### config.mk
export PLATFORM = sky130hd
export DESIGN_NAME = baud_tick_gen_frac
export DESIGN_NICKNAME = d
export VERILOG_FILES = /design/src/rtl/baud_pkg.sv /design/src/rtl/baud_tick_gen_frac_div.sv /design/src/rtl/baud_tick_gen_frac.sv
export SDC_FILE = /design/constraint.sdc
export NUM_CORES = 1
export LEC_CHECK = 0
export ABC_AREA = 1
export CAP_MARGIN = 30
export CORE_AREA = 2 2 91 93
export DETAILED_ROUTE_END_ITERATION = 10
export DIE_AREA = 0 0 93 95
export GPL_TIMING_DRIVEN = 0
export MAX_ROUTING_LAYER = met4
export PLACE_DENSITY = 0.75
export SYNTH_ARGS = -nofsm -noshare
export SYNTH_HDL_FRONTEND = slang
export SYNTH_SLANG_ARGS = --single-unit
### constraint.sdc
create_clock -name clk -period 4.03 [get_ports clk]
set_input_delay 1.0075 -clock clk [delete_from_list [all_inputs] [get_ports clk]]
set_output_delay 1.0075 -clock clk [all_outputs]
set_load 0.005 [all_outputs]
### src/rtl/baud_pkg.sv
// ---------------------------------------------------------------------------
// baud_pkg
//   Shared constants for the fractional baud tick generator: default widths,
//   oversample ratio and the reset divisor. The reset divisor is the worked
//   example of a 50 MHz clock driving 19200 baud at x16 oversampling.
//   Divisor value in 1/2^FRAC_W clock units = CLK * 2^FRAC_W / (BAUD * OVS).
//   That gives 2604 = 162*16 + 12, so div_int = 162-1 = 161 and div_frac = 12.
// ---------------------------------------------------------------------------
package baud_pkg;

  localparam int DIV_W_DEF  = 16;
  localparam int FRAC_W_DEF = 4;
  localparam int OVS_DEF    = 16;

  localparam int EX_CLK_HZ   = 50_000_000;
  localparam int EX_BAUD     = 19_200;
  localparam int EX_DIV_Q    = (EX_CLK_HZ * (2 ** FRAC_W_DEF)) / (EX_BAUD * OVS_DEF);
  localparam int EX_DIV_INT  = (EX_DIV_Q / (2 ** FRAC_W_DEF)) - 1;
  localparam int EX_DIV_FRAC = EX_DIV_Q % (2 ** FRAC_W_DEF);

  localparam int RST_DIV_INT_DEF  = EX_DIV_INT;
  localparam int RST_DIV_FRAC_DEF = EX_DIV_FRAC;

endpackage

### src/rtl/baud_tick_gen_frac_div.sv
// ---------------------------------------------------------------------------
// frac_period_div
//   Fractional period divider. Produces one registered os_tick per period,
//   where a period is div_int+1+carry cycles and carry comes from a FRAC_W-bit
//   phase accumulator stepped by div_frac once per period.
// Ports
//   clk, reset    clock, synchronous active-low reset
//   en            1 = count, 0 = hold cnt/acc, no ticks
//   restart       zero cnt and acc (priority over en), no tick
//   div_int       active integer divisor
//   div_frac      active fractional divisor
//   os_tick       registered tick, one cycle per period
//   tick_next     os_tick value for the next cycle (used by the top to
//                 apply a pending divisor and advance ovs_cnt in step)
// ---------------------------------------------------------------------------
module frac_period_div
  import baud_pkg::*;
#(
  parameter int DIV_W  = DIV_W_DEF,
  parameter int FRAC_W = FRAC_W_DEF
) (
  input  logic              clk,
  input  logic              reset,
  input  logic              en,
  input  logic              restart,
  input  logic [DIV_W-1:0]  div_int,
  input  logic [FRAC_W-1:0] div_frac,
  output logic              os_tick,
  output logic              tick_next
);

  logic [DIV_W-1:0]  cnt_q, cnt_d;
  logic              ext_q, ext_d;
  logic [FRAC_W-1:0] acc_q, acc_d;
  logic              os_tick_q, os_tick_d;
  logic [FRAC_W:0]   acc_sum_s;
  logic [DIV_W:0]    limit_s;
  logic [DIV_W:0]    pos_s;
  logic              carry_s;
  logic              at_end_s;

  // Period bookkeeping: end-of-period detect, counter/accumulator next state.
  always_comb begin
    // acc_q and the active divisor are stable within a period, so the carry
    // computed here is the one belonging to the period start.
    acc_sum_s = {1'b0, acc_q} + {1'b0, div_frac};
    carry_s   = acc_sum_s[FRAC_W];
    limit_s   = {1'b0, div_int} + {{DIV_W{1'b0}}, carry_s};
    // ext_q extends cnt by one count so div_int = 2^DIV_W-1 with carry fits.
    pos_s     = {1'b0, cnt_q} + {{DIV_W{1'b0}}, ext_q};
    // >= rather than == keeps the counter bounded if the divisor shrinks
    // while frozen.
    at_end_s  = (pos_s >= limit_s);

    cnt_d     = cnt_q;
    ext_d     = ext_q;
    acc_d     = acc_q;
    os_tick_d = 1'b0;

    if (restart) begin
      cnt_d = {DIV_W{1'b0}};
      ext_d = 1'b0;
      acc_d = {FRAC_W{1'b0}};
    end else if (en) begin
      if (at_end_s) begin
        cnt_d     = {DIV_W{1'b0}};
        ext_d     = 1'b0;
        acc_d     = acc_sum_s[FRAC_W-1:0];
        os_tick_d = 1'b1;
      end else if (&cnt_q) begin
        ext_d = 1'b1;
      end else begin
        cnt_d = cnt_q + {{(DIV_W-1){1'b0}}, 1'b1};
      end
    end else begin
      cnt_d = cnt_q;
    end

    tick_next = os_tick_d;
  end

  // State registers with synchronous active-low reset.
  always_ff @(posedge clk) begin
    if (!reset) begin
      cnt_q     <= {DIV_W{1'b0}};
      ext_q     <= 1'b0;
      acc_q     <= {FRAC_W{1'b0}};
      os_tick_q <= 1'b0;
    end else begin
      cnt_q     <= cnt_d;
      ext_q     <= ext_d;
      acc_q     <= acc_d;
      os_tick_q <= os_tick_d;
    end
  end

  assign os_tick = os_tick_q;

endmodule

### src/rtl/baud_tick_gen_frac.sv
// ---------------------------------------------------------------------------
// baud_tick_gen_frac
//   UART baud tick generator with fractional divisor. Emits the oversample
//   tick plus mid-bit and bit ticks derived from an OVS-wide oversample count.
//   New divisors go through a shadow register and only become active on a
//   period boundary (or immediately while stopped), so no period mixes two
//   divisors.
// Ports
//   clk, reset    clock, synchronous active-low reset
//   en            1 = run, 0 = freeze counters, no ticks
//   restart       1-cycle pulse, realign phase (cnt, acc, ovs_cnt to 0)
//   div_int       new integer divisor, captured on div_load
//   div_frac      new fractional divisor, captured on div_load
//   div_load      1-cycle pulse, capture divisor into shadow
//   cfg_pending   shadow holds a divisor not yet active
//   os_tick       oversample tick
//   mid_tick      os_tick with pre-increment ovs_cnt == OVS/2-1
//   bit_tick      os_tick with pre-increment ovs_cnt == OVS-1
// ---------------------------------------------------------------------------
module baud_tick_gen_frac
  import baud_pkg::*;
#(
  parameter int DIV_W        = DIV_W_DEF,
  parameter int FRAC_W       = FRAC_W_DEF,
  parameter int OVS          = OVS_DEF,
  parameter int RST_DIV_INT  = RST_DIV_INT_DEF,
  parameter int RST_DIV_FRAC = RST_DIV_FRAC_DEF
) (
  input  logic              clk,
  input  logic              reset,
  input  logic              en,
  input  logic              restart,
  input  logic [DIV_W-1:0]  div_int,
  input  logic [FRAC_W-1:0] div_frac,
  input  logic              div_load,
  output logic              cfg_pending,
  output logic              os_tick,
  output logic              mid_tick,
  output logic              bit_tick
);

  localparam int                OVS_W    = $clog2(OVS);
  localparam logic [OVS_W-1:0]  OVS_MID  = OVS_W'(OVS / 2 - 1);
  localparam logic [OVS_W-1:0]  OVS_LAST = OVS_W'(OVS - 1);
  localparam logic [DIV_W-1:0]  RST_INT  = DIV_W'(RST_DIV_INT);
  localparam logic [FRAC_W-1:0] RST_FRAC = FRAC_W'(RST_DIV_FRAC);

  logic [DIV_W-1:0]  act_int_q, act_int_d;
  logic [FRAC_W-1:0] act_frac_q, act_frac_d;
  logic [DIV_W-1:0]  shd_int_q, shd_int_d;
  logic [FRAC_W-1:0] shd_frac_q, shd_frac_d;
  logic              pend_q, pend_d;
  logic [OVS_W-1:0]  ovs_cnt_q, ovs_cnt_d;
  logic              mid_tick_q, mid_tick_d;
  logic              bit_tick_q, bit_tick_d;
  logic              tick_next_s;
  logic              apply_s;

  frac_period_div #(
    .DIV_W  (DIV_W),
    .FRAC_W (FRAC_W)
  ) u_div (
    .clk       (clk),
    .reset     (reset),
    .en        (en),
    .restart   (restart),
    .div_int   (act_int_q),
    .div_frac  (act_frac_q),
    .os_tick   (os_tick),
    .tick_next (tick_next_s)
  );

  // Shadow/apply control, oversample counter and mid/bit tick qualification.
  always_comb begin
    // Apply on the edge that raises os_tick so the following period is the
    // first to see the new divisor; while stopped there is no period to
    // protect, so apply straight away. restart leaves the divisor alone.
    apply_s    = pend_q & ~restart & (tick_next_s | ~en);

    act_int_d  = apply_s ? shd_int_q  : act_int_q;
    act_frac_d = apply_s ? shd_frac_q : act_frac_q;
    shd_int_d  = div_load ? div_int  : shd_int_q;
    shd_frac_d = div_load ? div_frac : shd_frac_q;
    // A load coinciding with apply wins: the fresh value stays pending.
    pend_d     = div_load | (pend_q & ~apply_s);

    if (restart) begin
      ovs_cnt_d = {OVS_W{1'b0}};
    end else if (tick_next_s) begin
      ovs_cnt_d = (ovs_cnt_q == OVS_LAST) ? {OVS_W{1'b0}} : ovs_cnt_q + OVS_W'(1);
    end else begin
      ovs_cnt_d = ovs_cnt_q;
    end

    mid_tick_d = tick_next_s & (ovs_cnt_q == OVS_MID);
    bit_tick_d = tick_next_s & (ovs_cnt_q == OVS_LAST);
  end

  // Configuration and tick registers with synchronous active-low reset.
  always_ff @(posedge clk) begin
    if (!reset) begin
      act_int_q  <= RST_INT;
      act_frac_q <= RST_FRAC;
      shd_int_q  <= {DIV_W{1'b0}};
      shd_frac_q <= {FRAC_W{1'b0}};
      pend_q     <= 1'b0;
      ovs_cnt_q  <= {OVS_W{1'b0}};
      mid_tick_q <= 1'b0;
      bit_tick_q <= 1'b0;
    end else begin
      act_int_q  <= act_int_d;
      act_frac_q <= act_frac_d;
      shd_int_q  <= shd_int_d;
      shd_frac_q <= shd_frac_d;
      pend_q     <= pend_d;
      ovs_cnt_q  <= ovs_cnt_d;
      mid_tick_q <= mid_tick_d;
      bit_tick_q <= bit_tick_d;
    end
  end

  assign cfg_pending = pend_q;
  assign mid_tick    = mid_tick_q;
  assign bit_tick    = bit_tick_q;

endmodule
==> metrics.txt, run 1 <==
Post-Route WL 9.864 mm; clock tree from TritonCTS built; row count 33; Max clock buf depth 2; Final Util 65.26%; largest vdd supply drop 311.8 uV; die span in y 95 um; NetSw 0.3482 mW; post-DR wirelength/cell 13.19 um; post-route clock period utilization 96.21%; wire length of the first global-routing pass 15.74 mm; leading cell types by count after synthesis 121 x sky130_fd_sc_hd__nor2_1, 103 x sky130_fd_sc_hd__nand2_1, 69 x sky130_fd_sc_hd__dfxtp_1; final setup vio count 0; count of port buffers added during placement 28; leakage power 2.128 nW; maximum fanout along the worst path 10; slew at the pin closest to its max-slew limit 0.7741 ns; Initial Util 51.61%; I/O Pins 29; count of flip-flops with a built-in enable after synthesis 0; combinational power share 10.9%; largest area contributor in the netlist sky130_fd_sc_hd__dfxtp_1; Power per Cell Area 260.9 nW/um^2; Antenna Nets Post-Route 0; power share of the clock group 35.4%; number of diodes 0; deepest level of the CTS H-tree 3; Worst Setup Path Type flop to flop; yosys synthesis warning count 0; Max-Slew Margin vs Limit 48.39%; Final Max Tran Viols 0; kind of start point of the critical path flop; core region area 7928 um^2; cell area after technology mapping 4091 um^2; # nets final 694; first-pass detailed-route iteration total 4; CTS Root Cell sky130_fd_sc_hd__clkbuf_8; Sw Share 25.80%; most common flop cell mapped by yosys sky130_fd_sc_hd__dfxtp_1; last weighted congestion value of the routability-driven placer 0.8885; unrepaired setup endpoints after global routing yes; minimum clock period 3.877 ns; slowest stage cell, crit path sky130_fd_sc_hd__fa_2; DR vias/cell 5.198; sequential power share 53.7%; Post-Route Skew 0.008168 ns; post-DP HPWL 6.765 mm; worst r2r dst act_int_q[13]$_SDFFE_PN0P_; Post-Synthesis Net Count 636; most area-consuming cells after synthesis sky130_fd_sc_hd__dfxtp_1 34%, sky130_fd_sc_hd__nor2_1 11%, sky130_fd_sc_hd__nand2_1 9.4%, sky130_fd_sc_hd__ha_1 8.3%, sky130_fd_sc_hd__xor2_1 5.8%; sequential area share after synthesis 33.76%; Worst Hold Path EP act_frac_q[2]$_SDFFE_PN1P_; Yosys top cell area share 33.76%; launch instance of the worst min-delay path shd_frac_q[2]$_SDFFE_PN0P_; worst-case register-to-register setup slack 0.15 ns; critical path endpoint category flop; number of cell instances on the worst register-to-register path 21; violation count after the first detailed-route iteration 234; outcome finished clean; CTS Buf Count 9; biggest cell delay along the critical path 0.39 ns; most repeated library cell on the critical path sky130_fd_sc_hd__ha_4; Synth Register Bits 69; distinct cell type count of the synthesized netlist 29; number of standard cells after synthesis 583; worst hold slack across all endpoints 0.4600 ns; hold violation count in the final report 0; highest clock frequency the design can meet 0.2579 GHz; Max-Cap Viols 0; Synth Area per Inst 7.018 um^2; critical path cell sequence ha_4 > inv_2 > fa_2 > o21ai_2 > ha_2 > ha_4 > nand4_1 > nor3_4 > nand4_1 > nor2_2 > nand3_1 > ha_4 > nand2_1 > nor2_4 > and2_1 > nand2_4 > nand3_2 > nand2_4 > buf_4 > o21ai_1 > nor2_1; Async SR Flop Fraction 0%; Total Die Area 8835 um^2; Filler Cells Inserted 683; clock latency reported for the late side of the worst-skew pair 0.35 ns; most frequent cell after synthesis sky130_fd_sc_hd__nor2_1; maximum number of pins on one net before global-route repair 11; number of vias in the routed layout 3888; HP Class flop to flop; DRC violation count after routing 0; total grt overflow 0; clock input transition at the sequential cells of the worst setup and hold paths 0.07 ns; Sink Count 69; fraction of layout cells with a size suffix above 1 19.44%; number of global-route vias before repair 3630; aggregate global-route resource usage 22.67%; P_int 1.002 mW; area growth from synthesis to final layout 26.45%; worst hold path stage count 2; source of the worst register-to-register timing path act_frac_q[0]$_SDFFE_PN0P_; Chip Width 93 um; data required time of the critical path 4.27 ns; initial antenna violation count 0; worst endpoint data arrival time 4.11 ns
[layout by cell type, fill, tap and decap left out, types with 5 or more instances in the layout]
| cell | netlist | final |
|---|---|---|
| sky130_fd_sc_hd__nor2_4 | 3 | 8 |
| sky130_fd_sc_hd__o21ai_1 | 1 | 6 |
| sky130_fd_sc_hd__nor2_1 | 121 | 105 |
| sky130_fd_sc_hd__nand3_4 | 3 | 5 |
| sky130_fd_sc_hd__nand2_2 | 1 | 13 |
| sky130_fd_sc_hd__nand2_1 | 103 | 87 |
| sky130_fd_sc_hd__a21oi_2 | 8 | 11 |
| sky130_fd_sc_hd__nand3_2 | 0 | 8 |
| sky130_fd_sc_hd__xnor2_1 | 13 | 13 |
| sky130_fd_sc_hd__dfxtp_1 | 69 | 67 |
| sky130_fd_sc_hd__nand4_1 | 12 | 12 |
| sky130_fd_sc_hd__clkbuf_8 | 0 | 10 |
| sky130_fd_sc_hd__clkdlybuf4s50_1 | 0 | 28 |
| sky130_fd_sc_hd__nand3_1 | 43 | 33 |
| sky130_fd_sc_hd__clkbuf_1 | 12 | 12 |
| sky130_fd_sc_hd__ha_1 | 27 | 23 |
| sky130_fd_sc_hd__xor2_1 | 27 | 27 |
| sky130_fd_sc_hd__inv_1 | 52 | 48 |
| sky130_fd_sc_hd__nor2_2 | 1 | 12 |
| sky130_fd_sc_hd__a21oi_1 | 19 | 16 |
| sky130_fd_sc_hd__o21ai_0 | 40 | 31 |
| sky130_fd_sc_hd__buf_4 | 2 | 17 |
| sky130_fd_sc_hd__buf_6 | 1 | 9 |
[critical path, delay by kind of cell, from the launching register on]
kind | cells | cell delay, ns
simple gates | 12 | 1.66
fa+ha+maj | 5 | 1.21
flops | 1 | 0.36
compound gates | 2 | 0.31
buf+inv | 2 | 0.23
[timing repair]
action | CTS | global route
pin swaps | 2 | 31
setup buffers | 2 | 15
setup endpoints to repair | 49 | 49
cloned | 0 | 3
hold buffers | 0 | 0
gates resized for setup | 22 | 94
[cell type report]
| class | count | area, um^2 | share of cell area, % |
|---|---|---|---|
| repair buffers | 47 | 462.9 | 8.948 |
| plain buffers | 25 | 162.7 | 3.144 |
| flip-flops and latches | 69 | 1384 | 26.75 |
| well taps | 105 | 131.4 | 2.539 |
| inverters | 53 | 198.9 | 3.845 |
| clock buffers | 11 | 141.4 | 2.733 |
| clock inverters | 2 | 12.51 | 0.2418 |
| multi-input cells | 436 | 2680 | 51.80 |
[per-stage QoR]
| step | cells | cell area [um^2] | TNS [ns] | total power, mW | setup WS [ns] |
|---|---|---|---|---|---|
| 6_report | 748 | 5174 | 0 | 1.350 | 0.1526 |
| 5_1_grt | 748 | 5174 | -3.764 | 1.405 | -0.1376 |
| 4_1_cts | 731 | 4718 | 0 | 1.335 | 0.005087 |
| 3_5_place_dp | 716 | 4503 | -12.10 | 0.8625 | -0.4209 |
| 3_3_place_gp | 716 | 4503 | -11.81 | 0.8591 | -0.3900 |
| 2_1_floorplan | 583 | 4091 | 0 | 0.8108 | 0.2883 |
[power groups by stage]
stage	Sequential, mW	Combinational, mW	Clock [mW]
after floorplan	0.734	0.0773	0
after global placement	0.738	0.121	0
after detailed placement	0.739	0.124	0
after CTS	0.724	0.129	0.482
after global routing	0.728	0.166	0.511
final	0.725	0.147	0.477
[worst max-delay path by stage]
stage | start | to
2_1_floorplan | act_frac_q[0]$_SDFFE_PN0P_ | ovs_cnt_q[1]$_SDFFE_PP0P_
3_3_place_gp | act_frac_q[0]$_SDFFE_PN0P_ | act_int_q[15]$_SDFFE_PN0P_
3_5_place_dp | act_frac_q[0]$_SDFFE_PN0P_ | act_int_q[15]$_SDFFE_PN0P_
4_1_cts | act_frac_q[0]$_SDFFE_PN0P_ | act_frac_q[3]$_SDFFE_PN1P_
5_1_grt | u_div.acc_q[0]$_SDFFE_PP0N_ | u_div.cnt_q[3]$_SDFFE_PP0P_
6_report | act_frac_q[0]$_SDFFE_PN0P_ | act_int_q[13]$_SDFFE_PN0P_
[logic make-up (layout without fill, tap and decap cells)]
kind of cell             count (synthesis)  in the layout  share of synthesized area, %
AND/OR/NAND/NOR                        297            297                         31.53
buffers and inverters                   78            138                         7.829
AO/OA/AOI/OAI                           71             71                         9.572
flip-flops                              69             69                         33.76
XOR/XNOR                                40             40                         8.563
adder cells (fa/ha/maj)                 28             28                         8.746
[registers in the layout, summed over array words and instances, names as in the netlist]
name	flops
u_div.cnt_q	16
u_div.os_tick	1
bit_tick	1
act_int_q	16
cfg_pending	1
u_div.ext_q	1
mid_tick	1
act_frac_q	4
ovs_cnt_q	4
u_div.acc_q	4
shd_frac_q	4
shd_int_q	16
[per-layer routing]
layer / up-vias / GRT usage (%) / wire (um)
li1: 1979 / - / -
met1: 1787 / 28.25 / 4338
met2: 107 / 36.96 / 4902
met3: 15 / 4.230 / 480
met4: 0 / 8.088 / 143
met5: - / - / 0
Note: power is estimated with default switching activity, not from simulation.
==> run 2, diff against run 1 <==
Settings changed: CORE_AREA 2 2 91 93 to 2 2 115 117, DIE_AREA 0 0 93 95 to 0 0 117 119, PLACE_DENSITY 0.75 to not set.
==> run 2 against run 1 <==
  * Register-to-register slack better by 0.08 ns
  * Sequential cell count stayed put
  * Utilization is 25 points lower
  * Sequential share of layout area hardly changed
  * Combinational power is 3% lower
  * Routed wire length is 2.9% lower
  * Final cell count is 9.0% higher
  * Non-clock buffer count is 7 lower
  * Clock skew is 0.0015 ns lower
  * Fmax is 2.2% higher
  * Via count is 3.8% lower
  * Cell area hardly changed
==> metrics.txt, run 2 (synthesis gave the netlist of run 1 again) <==
most used cells in the layout excluding fill and tap cells 112 x sky130_fd_sc_hd__nor2_1, 95 x sky130_fd_sc_hd__nand2_1, 67 x sky130_fd_sc_hd__dfxtp_1; core region area 12870 um^2 (+62%); number of diodes 0 (unchanged); Sink Count 69 (unchanged); final setup TNS 0 ns (unchanged); worst r2r dst u_div.cnt_q[7]$_SDFFE_PP0P_; highest clock frequency the design can meet 0.2636 GHz (+2.2%); Worst Setup Path Type flop to flop; maximum fanout along the worst path 5 (-5); post-route clock period utilization 94.14% (-2.1 points); worst endpoint data arrival time 4.06 ns (-0.05 ns); Max-Slew Margin vs Limit 54.06% (+5.7 points); initial antenna violation count 0 (unchanged); leakage power 2.087 nW (-1.9%); Max-Cap Viols 0 (unchanged); most repeated library cell on the critical path sky130_fd_sc_hd__nand2_1; Final Max Tran Viols 0 (unchanged); clock latency reported for the late side of the worst-skew pair 0.33 ns (-0.02 ns); outcome finished clean; post-DR wirelength/cell 11.75 um (-11%); die span in y 119 um (+25%); largest vdd supply drop 169.4 uV (-46%); clock tree from TritonCTS built; most frequent standard cell in the layout excluding fill and tap cells sky130_fd_sc_hd__nor2_1; minimum clock period 3.794 ns (-0.08343 ns); data required time of the critical path 4.29 ns (+0.02 ns); # nets final 687 (-1.0%); Post-Route WL 9.577 mm (-2.9%); Total Die Area 13920 um^2 (+58%); source of the worst register-to-register timing path act_frac_q[0]$_SDFFE_PN0P_; largest registers in the final layout act_int_q: 16 flops, shd_int_q: 16 flops, u_div.cnt_q: 16 flops; CTS Buf Count 9 (unchanged); aggregate global-route resource usage 14.60% (-8.1 points); slowest stage cell, crit path sky130_fd_sc_hd__fa_2; deepest level of the CTS H-tree 3 (unchanged); last weighted congestion value of the routability-driven placer 0.8741 (-1.6%); total grt overflow 0 (unchanged); Chip Width 117 um (+26%); Power per Cell Area 305.0 nW/um^2 (+17%); critical path endpoint category flop; post-DP HPWL 7.199 mm (+6.4%); clock input transition at the sequential cells of the worst setup and hold paths 0.06 ns (about the same); number of cell instances on the worst register-to-register path 25 (+19%); first-pass detailed-route iteration total 4 (unchanged); slew at the pin closest to its max-slew limit 0.6891 ns (-0.08499 ns); count of port buffers added during placement 28 (unchanged); DR vias/cell 4.588 (-12%); wire length of the first global-routing pass 15.92 mm (+1.1%); Hold-fix buffers, CTS 0 (unchanged); row count 42 (+27%); area growth from synthesis to final layout 26.48% (about the same); DRC violation count after routing 0 (unchanged); fraction of layout cells with a size suffix above 1 14.87% (-4.6 points); Post-Route Skew 0.006689 ns (-0.001479 ns); Initial Util 31.78% (-20 points); worst-case register-to-register setup slack 0.24 ns (+0.08 ns); number of global-route vias before repair 3600 (-0.83%); Antenna Nets Post-Route 0 (unchanged); final setup vio count 0 (unchanged); CTS Root Cell sky130_fd_sc_hd__clkbuf_16; Setup Slack @ Placement -0.5444 ns (-0.1236 ns); slack of the critical path 0.2361 ns (+0.08343 ns); unrepaired setup endpoints after global routing yes; HP Class flop to flop; maximum number of pins on one net before global-route repair 13 (+2); number of vias in the routed layout 3739 (-3.8%); violation count after the first detailed-route iteration 173 (-26%); Max clock buf depth 2 (unchanged); kind of start point of the critical path flop; I/O Pins 29 (unchanged); hold violation count in the final report 0 (unchanged); Worst Hold Path EP act_int_q[0]$_SDFFE_PN1P_; launch instance of the worst min-delay path shd_int_q[0]$_SDFFE_PN0P_; biggest cell delay along the critical path 0.39 ns (about the same); worst hold path stage count 2 (unchanged)
run 2: repair_timing:
action | CTS | global route
setup endpoints to repair | 49 | 49
resized for setup | 18 | 50
buffers inserted | 4 | 7
gates cloned | 0 | 1
pin swaps | 3 | 16
run 2: critical path: cells and delay by family (launching register included):
| kind | cells | cell delay, ns |
|---|---|---|
| buf+inv | 5 | 0.44 |
| flops | 1 | 0.34 |
| simple gates | 13 | 1.37 |
| compound gates | 2 | 0.27 |
| fa+ha+maj | 4 | 1.11 |
| xor+xnor | 1 | 0.20 |
run 2: final cells by class:
class	count	area, um^2
Multi-Input combinational cell	436	2559
Inverter	53	198.9
Fill cell	1323	7700
Tap cell	176	220.2
Timing Repair Buffer	40	395.4
Clock buffer	10	229.0
Sequential cell	69	1384
Buffer	25	148.9
Clock inverter	6	40.04
run 2: through the flow:
| step | instances | hold slack (ns) | area, um^2 | utilization [%] | power [mW] |
|---|---|---|---|---|---|
| after global placement | 787 | 0.4403 | 4592 | 35.67 | 0.8615 |
| after CTS | 807 | 0.4611 | 4932 | 38.31 | 1.569 |
| after floorplan | 583 | 0.4236 | 4091 | - | 0.8108 |
| after detailed placement | 787 | 0.4461 | 4592 | 35.67 | 0.8645 |
| after global routing | 815 | 0.4894 | 5175 | 40.19 | 1.633 |
| final | 815 | 0.4622 | 5175 | 40.19 | 1.578 |
run 2: where the power goes:
part	internal, mW	switching (mW)	total, mW
registers	0.707	0.0186	0.726
clock network	0.415	0.295	0.709
logic	0.0659	0.0774	0.143
total	1.19	0.391	1.58
run 2: per-layer routing:
layer	vias up	track usage [%]	part of all wire [%]
met3	15	3.359	3.2
met1	1704	17.71	46
met4	0	5.074	1.8
met5	-	-	0
li1	1969	-	-
met2	51	23.70	49
run 2: worst max-delay path by stage:
stage / start / endpoint / slack, ns
floorplan: act_frac_q[0]$_SDFFE_PN0P_ / ovs_cnt_q[1]$_SDFFE_PP0P_ / 0.29
global placement: act_frac_q[0]$_SDFFE_PN0P_ / act_int_q[12]$_SDFFE_PN0P_ / -0.48
detailed placement: act_frac_q[0]$_SDFFE_PN0P_ / ovs_cnt_q[2]$_SDFFE_PP0P_ / -0.54
CTS: act_frac_q[0]$_SDFFE_PN0P_ / u_div.cnt_q[8]$_SDFFE_PP0P_ / 0.04
global route: act_frac_q[0]$_SDFFE_PN0P_ / u_div.cnt_q[15]$_SDFFE_PP0P_ / -0.08
finish: act_frac_q[0]$_SDFFE_PN0P_ / u_div.cnt_q[7]$_SDFFE_PP0P_ / 0.24
